===== src/rtl/pipe_adder_if.sv =====
// Operand/result bundle for pipe_adder: valid/stall/flush controls in,
// registered sum and flags out.
interface pipe_adder_if #(
    parameter int word = 32
);
    logic            in_valid;
    logic [word-1:0] a;
    logic [word-1:0] b;
    logic            sub;
    logic            stall;
    logic            flush;
    logic [word-1:0] result;
    logic            carry;
    logic            overflow;
    logic            zero;
    logic            out_valid;

    modport master (
        output in_valid, a, b, sub, stall, flush,
        input  result, carry, overflow, zero, out_valid
    );

    modport slave (
        input  in_valid, a, b, sub, stall, flush,
        output result, carry, overflow, zero, out_valid
    );
endinterface


===== src/rtl/pipe_adder.sv =====
// Pipelined adder/subtractor: the word is split into STAGES slices of CW bits,
// with the carry registered between slices and registered result flags.
module pipe_adder #(
    parameter int word   = 32,
    parameter int STAGES = 4
) (
    input  logic         clk,
    input  logic         reset,
    pipe_adder_if.slave  bus
);
    localparam int              CW      = word / STAGES;
    localparam logic [word-1:0] SLICE_M = word'({CW{1'b1}});

    logic [word-1:0] r_sum  [STAGES];
    logic [word-1:0] r_a    [STAGES];
    logic [word-1:0] r_b    [STAGES];
    logic            r_cy   [STAGES];
    logic            r_amsb [STAGES];
    logic            r_bmsb [STAGES];
    logic            r_vld  [STAGES];
    logic            r_ovf;
    logic            r_zero;

    logic [word-1:0] w_ain  [STAGES];
    logic [word-1:0] w_bin  [STAGES];
    logic [word-1:0] w_sin  [STAGES];
    logic [word-1:0] w_sum  [STAGES];
    logic            w_cin  [STAGES];
    logic            w_amsb [STAGES];
    logic            w_bmsb [STAGES];
    logic            w_vin  [STAGES];
    logic [CW:0]     w_add  [STAGES];

    logic [word-1:0] w_beff;
    logic [word-1:0] w_res;
    logic            w_ovf;
    logic            w_zero;

    // B is inverted once at entry; the +1 of subtraction rides in as the stage-0 carry.
    assign w_beff = bus.b ^ {word{bus.sub}};

    for (genvar k = 0; k < STAGES; k++) begin : g_stage
        if (k == 0) begin : g_first
            assign w_ain[k]  = bus.a;
            assign w_bin[k]  = w_beff;
            assign w_sin[k]  = '0;
            assign w_cin[k]  = bus.sub;
            assign w_amsb[k] = bus.a[word-1];
            assign w_bmsb[k] = w_beff[word-1];
            assign w_vin[k]  = bus.in_valid;
        end else begin : g_next
            assign w_ain[k]  = r_a[k-1];
            assign w_bin[k]  = r_b[k-1];
            assign w_sin[k]  = r_sum[k-1];
            assign w_cin[k]  = r_cy[k-1];
            assign w_amsb[k] = r_amsb[k-1];
            assign w_bmsb[k] = r_bmsb[k-1];
            assign w_vin[k]  = r_vld[k-1];
        end

        assign w_add[k] = {1'b0, w_ain[k][k*CW +: CW]}
                        + {1'b0, w_bin[k][k*CW +: CW]}
                        + {{CW{1'b0}}, w_cin[k]};

        // Splice this stage's slice into the partial sum handed down from below.
        assign w_sum[k] = (w_sin[k] & ~(SLICE_M << (k*CW)))
                        | (word'(w_add[k][CW-1:0]) << (k*CW));
    end

    assign w_res  = w_sum[STAGES-1];
    assign w_ovf  = (w_amsb[STAGES-1] == w_bmsb[STAGES-1]) &&
                    (w_res[word-1] != w_amsb[STAGES-1]);
    assign w_zero = ~|w_res;

    // Flush only kills valid bits; data registers keep their contents.
    always_ff @(posedge clk or posedge reset) begin
        if (reset) begin
            for (int k = 0; k < STAGES; k++) begin
                r_sum[k]  <= '0;
                r_a[k]    <= '0;
                r_b[k]    <= '0;
                r_cy[k]   <= 1'b0;
                r_amsb[k] <= 1'b0;
                r_bmsb[k] <= 1'b0;
                r_vld[k]  <= 1'b0;
            end
            r_ovf  <= 1'b0;
            r_zero <= 1'b0;
        end else if (bus.flush) begin
            for (int k = 0; k < STAGES; k++) begin
                r_vld[k] <= 1'b0;
            end
        end else if (!bus.stall) begin
            for (int k = 0; k < STAGES; k++) begin
                r_sum[k]  <= w_sum[k];
                r_a[k]    <= w_ain[k];
                r_b[k]    <= w_bin[k];
                r_cy[k]   <= w_add[k][CW];
                r_amsb[k] <= w_amsb[k];
                r_bmsb[k] <= w_bmsb[k];
                r_vld[k]  <= w_vin[k];
            end
            r_ovf  <= w_ovf;
            r_zero <= w_zero;
        end
    end

    assign bus.result    = r_sum[STAGES-1];
    assign bus.carry     = r_cy[STAGES-1];
    assign bus.overflow  = r_ovf;
    assign bus.zero      = r_zero;
    assign bus.out_valid = r_vld[STAGES-1];
endmodule


===== src/flat_wrapper.sv =====
// flat-port wrapper written by rule: the top's interface ports become plain ports
module pipe_adder_flat 
#(
    parameter int word   = 32,
    parameter int STAGES = 4
)
  (clk, reset, bus_in_valid, bus_a, bus_b, bus_sub, bus_stall, bus_flush, bus_result, bus_carry, bus_overflow, bus_zero, bus_out_valid);
  pipe_adder_if #(.word(word)) bus_i ();
  input  logic clk;
  input  logic reset;
  input wire logic [$bits(bus_i.in_valid)-1:0] bus_in_valid;
  input wire logic [$bits(bus_i.a)-1:0] bus_a;
  input wire logic [$bits(bus_i.b)-1:0] bus_b;
  input wire logic [$bits(bus_i.sub)-1:0] bus_sub;
  input wire logic [$bits(bus_i.stall)-1:0] bus_stall;
  input wire logic [$bits(bus_i.flush)-1:0] bus_flush;
  output wire logic [$bits(bus_i.result)-1:0] bus_result;
  output wire logic [$bits(bus_i.carry)-1:0] bus_carry;
  output wire logic [$bits(bus_i.overflow)-1:0] bus_overflow;
  output wire logic [$bits(bus_i.zero)-1:0] bus_zero;
  output wire logic [$bits(bus_i.out_valid)-1:0] bus_out_valid;
  assign bus_i.in_valid = bus_in_valid;
  assign bus_i.a = bus_a;
  assign bus_i.b = bus_b;
  assign bus_i.sub = bus_sub;
  assign bus_i.stall = bus_stall;
  assign bus_i.flush = bus_flush;
  assign bus_result = bus_i.result;
  assign bus_carry = bus_i.carry;
  assign bus_overflow = bus_i.overflow;
  assign bus_zero = bus_i.zero;
  assign bus_out_valid = bus_i.out_valid;
  pipe_adder #(.word(word), .STAGES(STAGES)) u_core (.clk(clk), .reset(reset), .bus(bus_i));
endmodule

===== config.mk =====
export PLATFORM = sky130hd
export DESIGN_NAME = pipe_adder_flat
export DESIGN_NICKNAME = d
export VERILOG_FILES = /design/src/rtl/pipe_adder_if.sv /design/src/rtl/pipe_adder.sv /design/src/flat_wrapper.sv
export SDC_FILE = /design/constraint.sdc
export NUM_CORES = 1
export LEC_CHECK = 0
export CAP_MARGIN = 0
export CORE_MARGIN = 4
export CORE_UTILIZATION = 56
export DETAILED_ROUTE_END_ITERATION = 8
export PLACE_DENSITY = 0.85
export SETUP_SLACK_MARGIN = 0.3
export SLEW_MARGIN = 20
export SYNTH_ARGS = -nofsm -noshare
export SYNTH_HDL_FRONTEND = slang
export SYNTH_SLANG_ARGS = --single-unit

===== constraint.sdc =====
create_clock -name clk -period 6.8 [get_ports clk]
set_input_delay 1.36 -clock clk [delete_from_list [all_inputs] [get_ports clk]]
set_output_delay 1.36 -clock clk [all_outputs]
set_load 0.03 [all_outputs]

==> results of run 1 <==
-- placed cells by master (no fill, tap or decap), types with 10 or more instances in the layout --
cell type                           n
sky130_fd_sc_hd__xnor2_1           32
sky130_fd_sc_hd__clkbuf_16         17
sky130_fd_sc_hd__nor3_1            10
sky130_fd_sc_hd__o21ai_0           58
sky130_fd_sc_hd__o31ai_1           11
sky130_fd_sc_hd__nor2_1            26
sky130_fd_sc_hd__dfrtp_1          186
sky130_fd_sc_hd__ha_1              28
sky130_fd_sc_hd__clkdlybuf4s50_1  104
sky130_fd_sc_hd__inv_1             21
sky130_fd_sc_hd__xor2_1            13
sky130_fd_sc_hd__nand2_1          418
-- cell families after synthesis --
kind of cell	Yosys count	share of synthesized area
AOI/OAI and AO/OA	111	0.07892
xor gates and xnor gates	45	0.04545
adders and majority gates	35	0.05656
buffers and inverters	99	0.05959
DFF	186	0.5367
muxes	5	0.006348
and+or+nand+nor	478	0.2164
-- metal layers --
metal  share of wire  track usage  up-vias
li1                -            -     3144
met1            0.43       0.2624     3021
met2            0.49       0.3341      181
met3           0.054      0.05437       45
met4           0.027      0.07564        0
met5               0            0        -
-- tightest hold or removal path, cell delays in order (launching register included) --
cell and delay (ns):
sky130_fd_sc_hd__dfrtp_1 0.34, sky130_fd_sc_hd__nand2_1 0.05, sky130_fd_sc_hd__nand2_1 0.05
-- where the power goes --
| part | leakage, nW | internal [W] | total, W | switching, W |
|---|---|---|---|---|
| Clock | 0.265 | 0.000533 | 0.000924 | 0.000391 |
| Combinational | 2.46 | 0.000360 | 0.000846 | 0.000486 |
| Sequential | 2.36 | 0.00134 | 0.00150 | 0.000155 |
-- metrics by stage --
stage               hold slack [ns]  std cells  utilization  worst slack [ns]  total power (W)
finish                       0.4637       1212       0.6668             3.296         0.003266
global route                 0.4790       1212       0.6668             3.083         0.003456
CTS                          0.4652       1212       0.6668             3.278         0.003290
detailed placement           0.4492       1180       0.6305             2.853         0.002353
global placement             0.4448       1180       0.6305             2.917         0.002318
floorplan                    0.4386        959            -            0.3829         0.002116
-- final timing paths --
kind | endpoint | cells past startpoint | startpoint | slack, ns
setup / recovery | u_core.r_sum[102] | 8 | bus_sub | 3.30
hold / removal | u_core.r_b[84] | 2 | u_core.r_b[116] | 0.46
setup reg to reg | u_core.r_cy[1] | 10 | u_core.r_b[80] | 4.45
hold reg to reg | u_core.r_b[84] | 2 | u_core.r_b[116] | 0.46
max in group asynchronous | u_core.r_a[91] | 3 | reset | 4.16
min in group asynchronous | u_core.bus.result[6] | 2 | reset | 1.46
-- state kept, by name, indices dropped and copies added, names as in the netlist --
signal / flops
u_core.r_sum: 48
u_core.r_a: 45
u_core.r_b: 45
u_core.bus.result: 32
u_core.r_amsb: 3
u_core.r_bmsb: 3
u_core.r_cy: 3
u_core.r_vld: 3
u_core.bus.carry: 1
u_core.bus.out_valid: 1
u_core.bus.overflow: 1
u_core.bus.zero: 1
-- cell type report --
type	count	area (sq um)	area share
well taps	188	235.2	0.02320
multi-input cells	674	3511	0.3463
repair buffers	110	1096	0.1081
flip-flops and latches	186	4654	0.4591
clock inverters	6	63.81	0.006295
inverters	22	87.58	0.008640
clock buffers	26	489.2	0.04826
==> flow_metrics.tcl, run 1 <==
set metrics [dict create \
    outcome "complete, no violations" \
    layout-area-overhead-vs-synth_pct 16.89 \
    fmax_mhz 285.4 \
    max-cap-violations 0 \
    cts_htree_levels 4 \
    cell_types_occupying_the_most_area_after_synthesis "sky130_fd_sc_hd__dfrtp_1, sky130_fd_sc_hd__nand2_1, sky130_fd_sc_hd__ha_1, sky130_fd_sc_hd__o21ai_0, sky130_fd_sc_hd__xnor2_1" \
    worst-setup-path-type "in -> reg" \
    first_pass_grt_wire_length_um 29180 \
    p_leak_nw 5.082 \
    design.final.nets 1116 \
    insertedDiodeCount 0 \
    cts_repair_resizes 0 \
    share_of_cells_above_drive_strength_1 0.03711 \
    ys_dominant_reg_cell "sky130_fd_sc_hd__dfrtp_1" \
    crit_path_max_fanout 32 \
    finish.instance_area_sq_mm 0.01014 \
    postSynthNetCount 1064 \
    vias_per_cell 5.273 \
    clock_tree_from_tritoncts "done" \
    drc_violations_left 0 \
    cts.root.buffer_cell "sky130_fd_sc_hd__clkbuf_16" \
    hold_violations 0 \
    worst-slew-pin-transition_ns 0.9857 \
    design.die.area_sq_mm 0.01754 \
    yosysMostFrequentCell "sky130_fd_sc_hd__nand2_1" \
    detailedPlacementHpwl_um 11380 \
    yosysWarningCount 0 \
    startpoint_type "input pin" \
    postCtsHoldBufs 0 \
    synth.cell_area_sq_mm 0.008672 \
    global_route.usage.total 0.2037 \
    io_pins 106 \
    number_of_routed_nets_with_antenna_violations 0 \
    synth.avg_cell_area_sq_um 9.043 \
    synth.ff_latch_count 186 \
    postCtsSetupBuffers 0 \
    port-buffer-count 105 \
    power_density_mw_per_mm2 322.2 \
    cts_made_buffers 17 \
    critical_path.cell_chain "buf_2, xor2_1, fa_1, a21o_1, a21oi_1, o21ai_0, and3b_1, o31ai_1" \
    slowest_stage "sky130_fd_sc_hd__buf_2" \
    cts.clk_slew.worst_paths_ns 0.06 \
    ys_async_sr_fraction 1.000 \
    detail_route.iter0.violations 451 \
    critPathMaxStageDelay_ns 0.70 \
    tcrit_tclk_final 0.5153 \
    routedWlPerCell_um 14.03 \
    yosys-top-cells-count "sky130_fd_sc_hd__nand2_1, sky130_fd_sc_hd__dfrtp_1, sky130_fd_sc_hd__o21ai_0" \
    slew_violations 0 \
    fillCellCount 1183 \
    synthDominantAreaCellType "sky130_fd_sc_hd__dfrtp_1" \
    fin_setup_tns_ns 0 \
    synthCells 959 \
    finClkSkew_ns 0.005249 \
    kind_of_capture_point_of_the_worst_setup_path "flop" \
    vias_in_the_first_global_route 6196 \
    worst_ep_required_time_ns 7.11 \
    first_pass_detailed_route_iteration_total 5 \
    worst_skew_pair.late_latency_ns 0.43 \
    grt_antenna_before_repair 0 \
    dr_total_vias 6391 \
    synth.top_cell.area_share 0.5367 \
    grt_max_degree 130 \
    die_y_um 132.4 \
    floorplan.core_area_sq_mm 0.01520 \
    maxSlewHeadroom 0.3429 \
    worst_path_buffer_plus_inverter_count 1 \
    finalSetupViolCount 0 \
    synth_edf_count 0 \
    drt-total-wl_um 17000 \
    die_x_um 132.4 \
    cp.arrival_ns 3.82 \
    critical-path-top-delay-family "compound AO/OA/AOI/OAI gates" \
    replace_congestion 0.8393 \
    dpl-instance-area_sq_mm 0.009584 \
    hold_class "reg -> reg" \
    placementRows 45 \
    vdd_drop_max_v 0.0002099 \
    synthDistinctLibCells 46 \
    start_util 0.5705 \
    final_period_demand_of_the_worst_path_ns 3.504 \
    rsz0062_at_grt "no" \
    synth_seq_area_share 0.5367 \
    cts_num_sinks 186 \
    ctsLongestPathBuffers 2 \
    globalRouteOverflowTotal 0 \
]
No activity file was read; power rests on OpenSTA's default activity.
==> run 2: changes to the inputs <==
--- a/config.mk
+++ b/config.mk
@@ -7,9 +7,9 @@
 export LEC_CHECK = 0
 export CAP_MARGIN = 0
 export CORE_MARGIN = 4
-export CORE_UTILIZATION = 56
+export CORE_UTILIZATION = 50
 export DETAILED_ROUTE_END_ITERATION = 8
-export PLACE_DENSITY = 0.85
+export PLACE_DENSITY = 0.81
 export SETUP_SLACK_MARGIN = 0.3
 export SLEW_MARGIN = 20
 export SYNTH_ARGS = -nofsm -noshare
==> constraint.sdc (replaced) <==
create_clock -name clk -period 3.1 [get_ports clk]
set_input_delay 0.62 -clock clk [delete_from_list [all_inputs] [get_ports clk]]
set_output_delay 0.62 -clock clk [all_outputs]
set_load 0.03 [all_outputs]
==> flow_metrics.tcl, run 2 (synthesis results as in run 1) <==
set metrics [dict create \
    total_power_w 0.007326 \
    maxSlewHeadroom 0.6145 \
    finClkSkew_ns 0.007400 \
    vias_per_cell 5.030 \
    final_period_demand_of_the_worst_path_ns 2.619 \
    cts_htree_levels 4 \
    worst-setup-path-type "in -> reg" \
    p_leak_nw 5.124 \
    worst_ep_required_time_ns 3.39 \
    cts_made_buffers 17 \
    first_pass_grt_wire_length_um 28940 \
    ctsLongestPathBuffers 2 \
    postCtsSetupBuffers 0 \
    fmax_mhz 381.9 \
    detail_route.iter0.violations 420 \
    source_of_the_worst_register_to_register_timing_path "u_core.r_a[104]" \
    floorplan.core_area_sq_mm 0.01676 \
    max-cap-violations 0 \
    regMostFlops "u_core.r_sum" \
    r2r_cells 10 \
    postCtsHoldBufs 0 \
    min_to "u_core.r_b[83]" \
    cts.clk_slew.worst_paths_ns 0.06 \
    start_util 0.5174 \
    most-common-layout-cells "sky130_fd_sc_hd__nand2_1, sky130_fd_sc_hd__dfrtp_1, sky130_fd_sc_hd__clkdlybuf4s50_1, sky130_fd_sc_hd__o21ai_0, sky130_fd_sc_hd__xnor2_1" \
    tcrit_tclk_final 0.8447 \
    insertedDiodeCount 0 \
    hold_class "reg -> reg" \
    vdd_drop_max_v 0.0004855 \
    cts.root.buffer_cell "sky130_fd_sc_hd__clkbuf_16" \
    design.final.nets 1118 \
    r2r_setup_slack_ns 0.70 \
    layout-area-overhead-vs-synth_pct 18.58 \
    critical_path.startpoint "bus_b[0]" \
    cp.arrival_ns 2.91 \
    fillCellCount 1440 \
    drt-total-wl_um 17040 \
    worst_hold_path.num_cells 2 \
    io_pins 106 \
    grt_antenna_before_repair 0 \
    number_of_routed_nets_with_antenna_violations 0 \
    design.die.area_sq_mm 0.01951 \
    ff_latch_area_sq_mm 0.004654 \
    hold_violations 0 \
    slew_violations 0 \
    vias_in_the_first_global_route 6138 \
    share_of_cells_above_drive_strength_1 0.04191 \
    global_route.usage.total 0.1793 \
    cts_num_sinks 186 \
    finalSetupViolCount 0 \
    grt_max_degree 139 \
    clock_tree_from_tritoncts "done" \
    rsz0062_at_grt "no" \
    outcome "complete, no violations" \
    replace_congestion 0.7923 \
    largest_reg_flops 48 \
    detailedPlacementHpwl_um 11550 \
    hold_start "u_core.r_b[115]" \
    crit_path_max_fanout 3 \
    startpoint_type "input pin" \
    die_y_um 139.7 \
    dr_total_vias 6268 \
    worst_skew_pair.late_latency_ns 0.43 \
    drc_violations_left 0 \
    capture_point_of_the_worst_reg_to_reg_path "u_core.r_cy[2]" \
    placementRows 47 \
    power_density_mw_per_mm2 712.4 \
    reg.largest.list "u_core.r_sum x48, u_core.r_a x45, u_core.r_b x45" \
    first_pass_detailed_route_iteration_total 4 \
    kind_of_capture_point_of_the_worst_setup_path "flop" \
    globalRouteOverflowTotal 0 \
    die_x_um 139.7 \
    final_common_cell "sky130_fd_sc_hd__nand2_1" \
    worst-slew-pin-transition_ns 0.5782 \
    port-buffer-count 105 \
    cts_repair_resizes 0 \
    routedWlPerCell_um 13.68 \
    combined_area_of_the_multi_input_logic_cells_sq_mm 0.003511 \
    fin_setup_tns_ns 0 \
]
==> run 2: cell types whose count changed in the layout (fill, tap and decap cells not counted) <==
cell,change
sky130_fd_sc_hd__buf_4,-2
sky130_fd_sc_hd__clkbuf_1,-3
sky130_fd_sc_hd__buf_12,+4
sky130_fd_sc_hd__clkbuf_8,-2
sky130_fd_sc_hd__bufinv_16,+2
sky130_fd_sc_hd__clkinv_2,+1
sky130_fd_sc_hd__clkinvlp_4,+2
==> run 2: how the worst max path moves through the flow <==
| stage | to | slack [ns] | depth (start not counted) |
|---|---|---|---|
| after floorplan | u_core.bus.carry | 0.09 | 1 |
| after global placement | u_core.r_cy[3] | 0.13 | 9 |
| after detailed placement | u_core.r_cy[3] | 0.04 | 9 |
| after CTS | u_core.r_cy[3] | 0.49 | 9 |
| after global routing | u_core.r_cy[3] | 0.32 | 9 |
| final | u_core.r_cy[3] | 0.48 | 9 |
==> run 2: stage by stage <==
step                        util  hold slack [ns]  setup WS [ns]  area, sq um  std cells
after floorplan                -           0.4386        0.08749         8676        959
after global placement    0.5781           0.4465         0.1318         9688       1214
after detailed placement  0.5781           0.4506        0.04150         9688       1214
final                     0.6136           0.4623         0.4815        10280       1246
after global routing      0.6136           0.4826         0.3179        10280       1246
after CTS                 0.6136           0.4658         0.4918        10280       1246
==> run 2: final cells by class <==
type,instances,share of cell area
Sequential cell,186,0.4526
Multi-Input combinational cell,674,0.3414
Clock inverter,11,0.01411
Timing Repair Buffer,112,0.1129
Clock buffer,21,0.04380
Inverter,22,0.008395
Tap cell,220,0.02677
==> run 2: power by group <==
part           internal [W]  switching, W
Clock               0.00129      0.000911
Combinational      0.000796       0.00106
Sequential          0.00294      0.000334
==> run 2: routing by layer <==
| metal | part of all wire | track usage | wire, um |
|---|---|---|---|
| met5 | 0 | 0 | 0 |
| met3 | 0.050 | 0.03808 | 850 |
| met2 | 0.49 | 0.2927 | 8299 |
| met4 | 0.024 | 0.07394 | 414 |
| met1 | 0.44 | 0.2341 | 7477 |
==> run 2: worst max-delay path, cell delays in order <==
cell                              delay [ns]
sky130_fd_sc_hd__clkdlybuf4s50_1        0.51
sky130_fd_sc_hd__mux2_4                 0.34
sky130_fd_sc_hd__fa_1                   0.41
sky130_fd_sc_hd__a21o_1                 0.18
sky130_fd_sc_hd__a21oi_1                0.27
sky130_fd_sc_hd__o21ai_0                0.14
sky130_fd_sc_hd__and3b_1                0.20
sky130_fd_sc_hd__o21ai_0                0.14
sky130_fd_sc_hd__a31oi_1                0.09
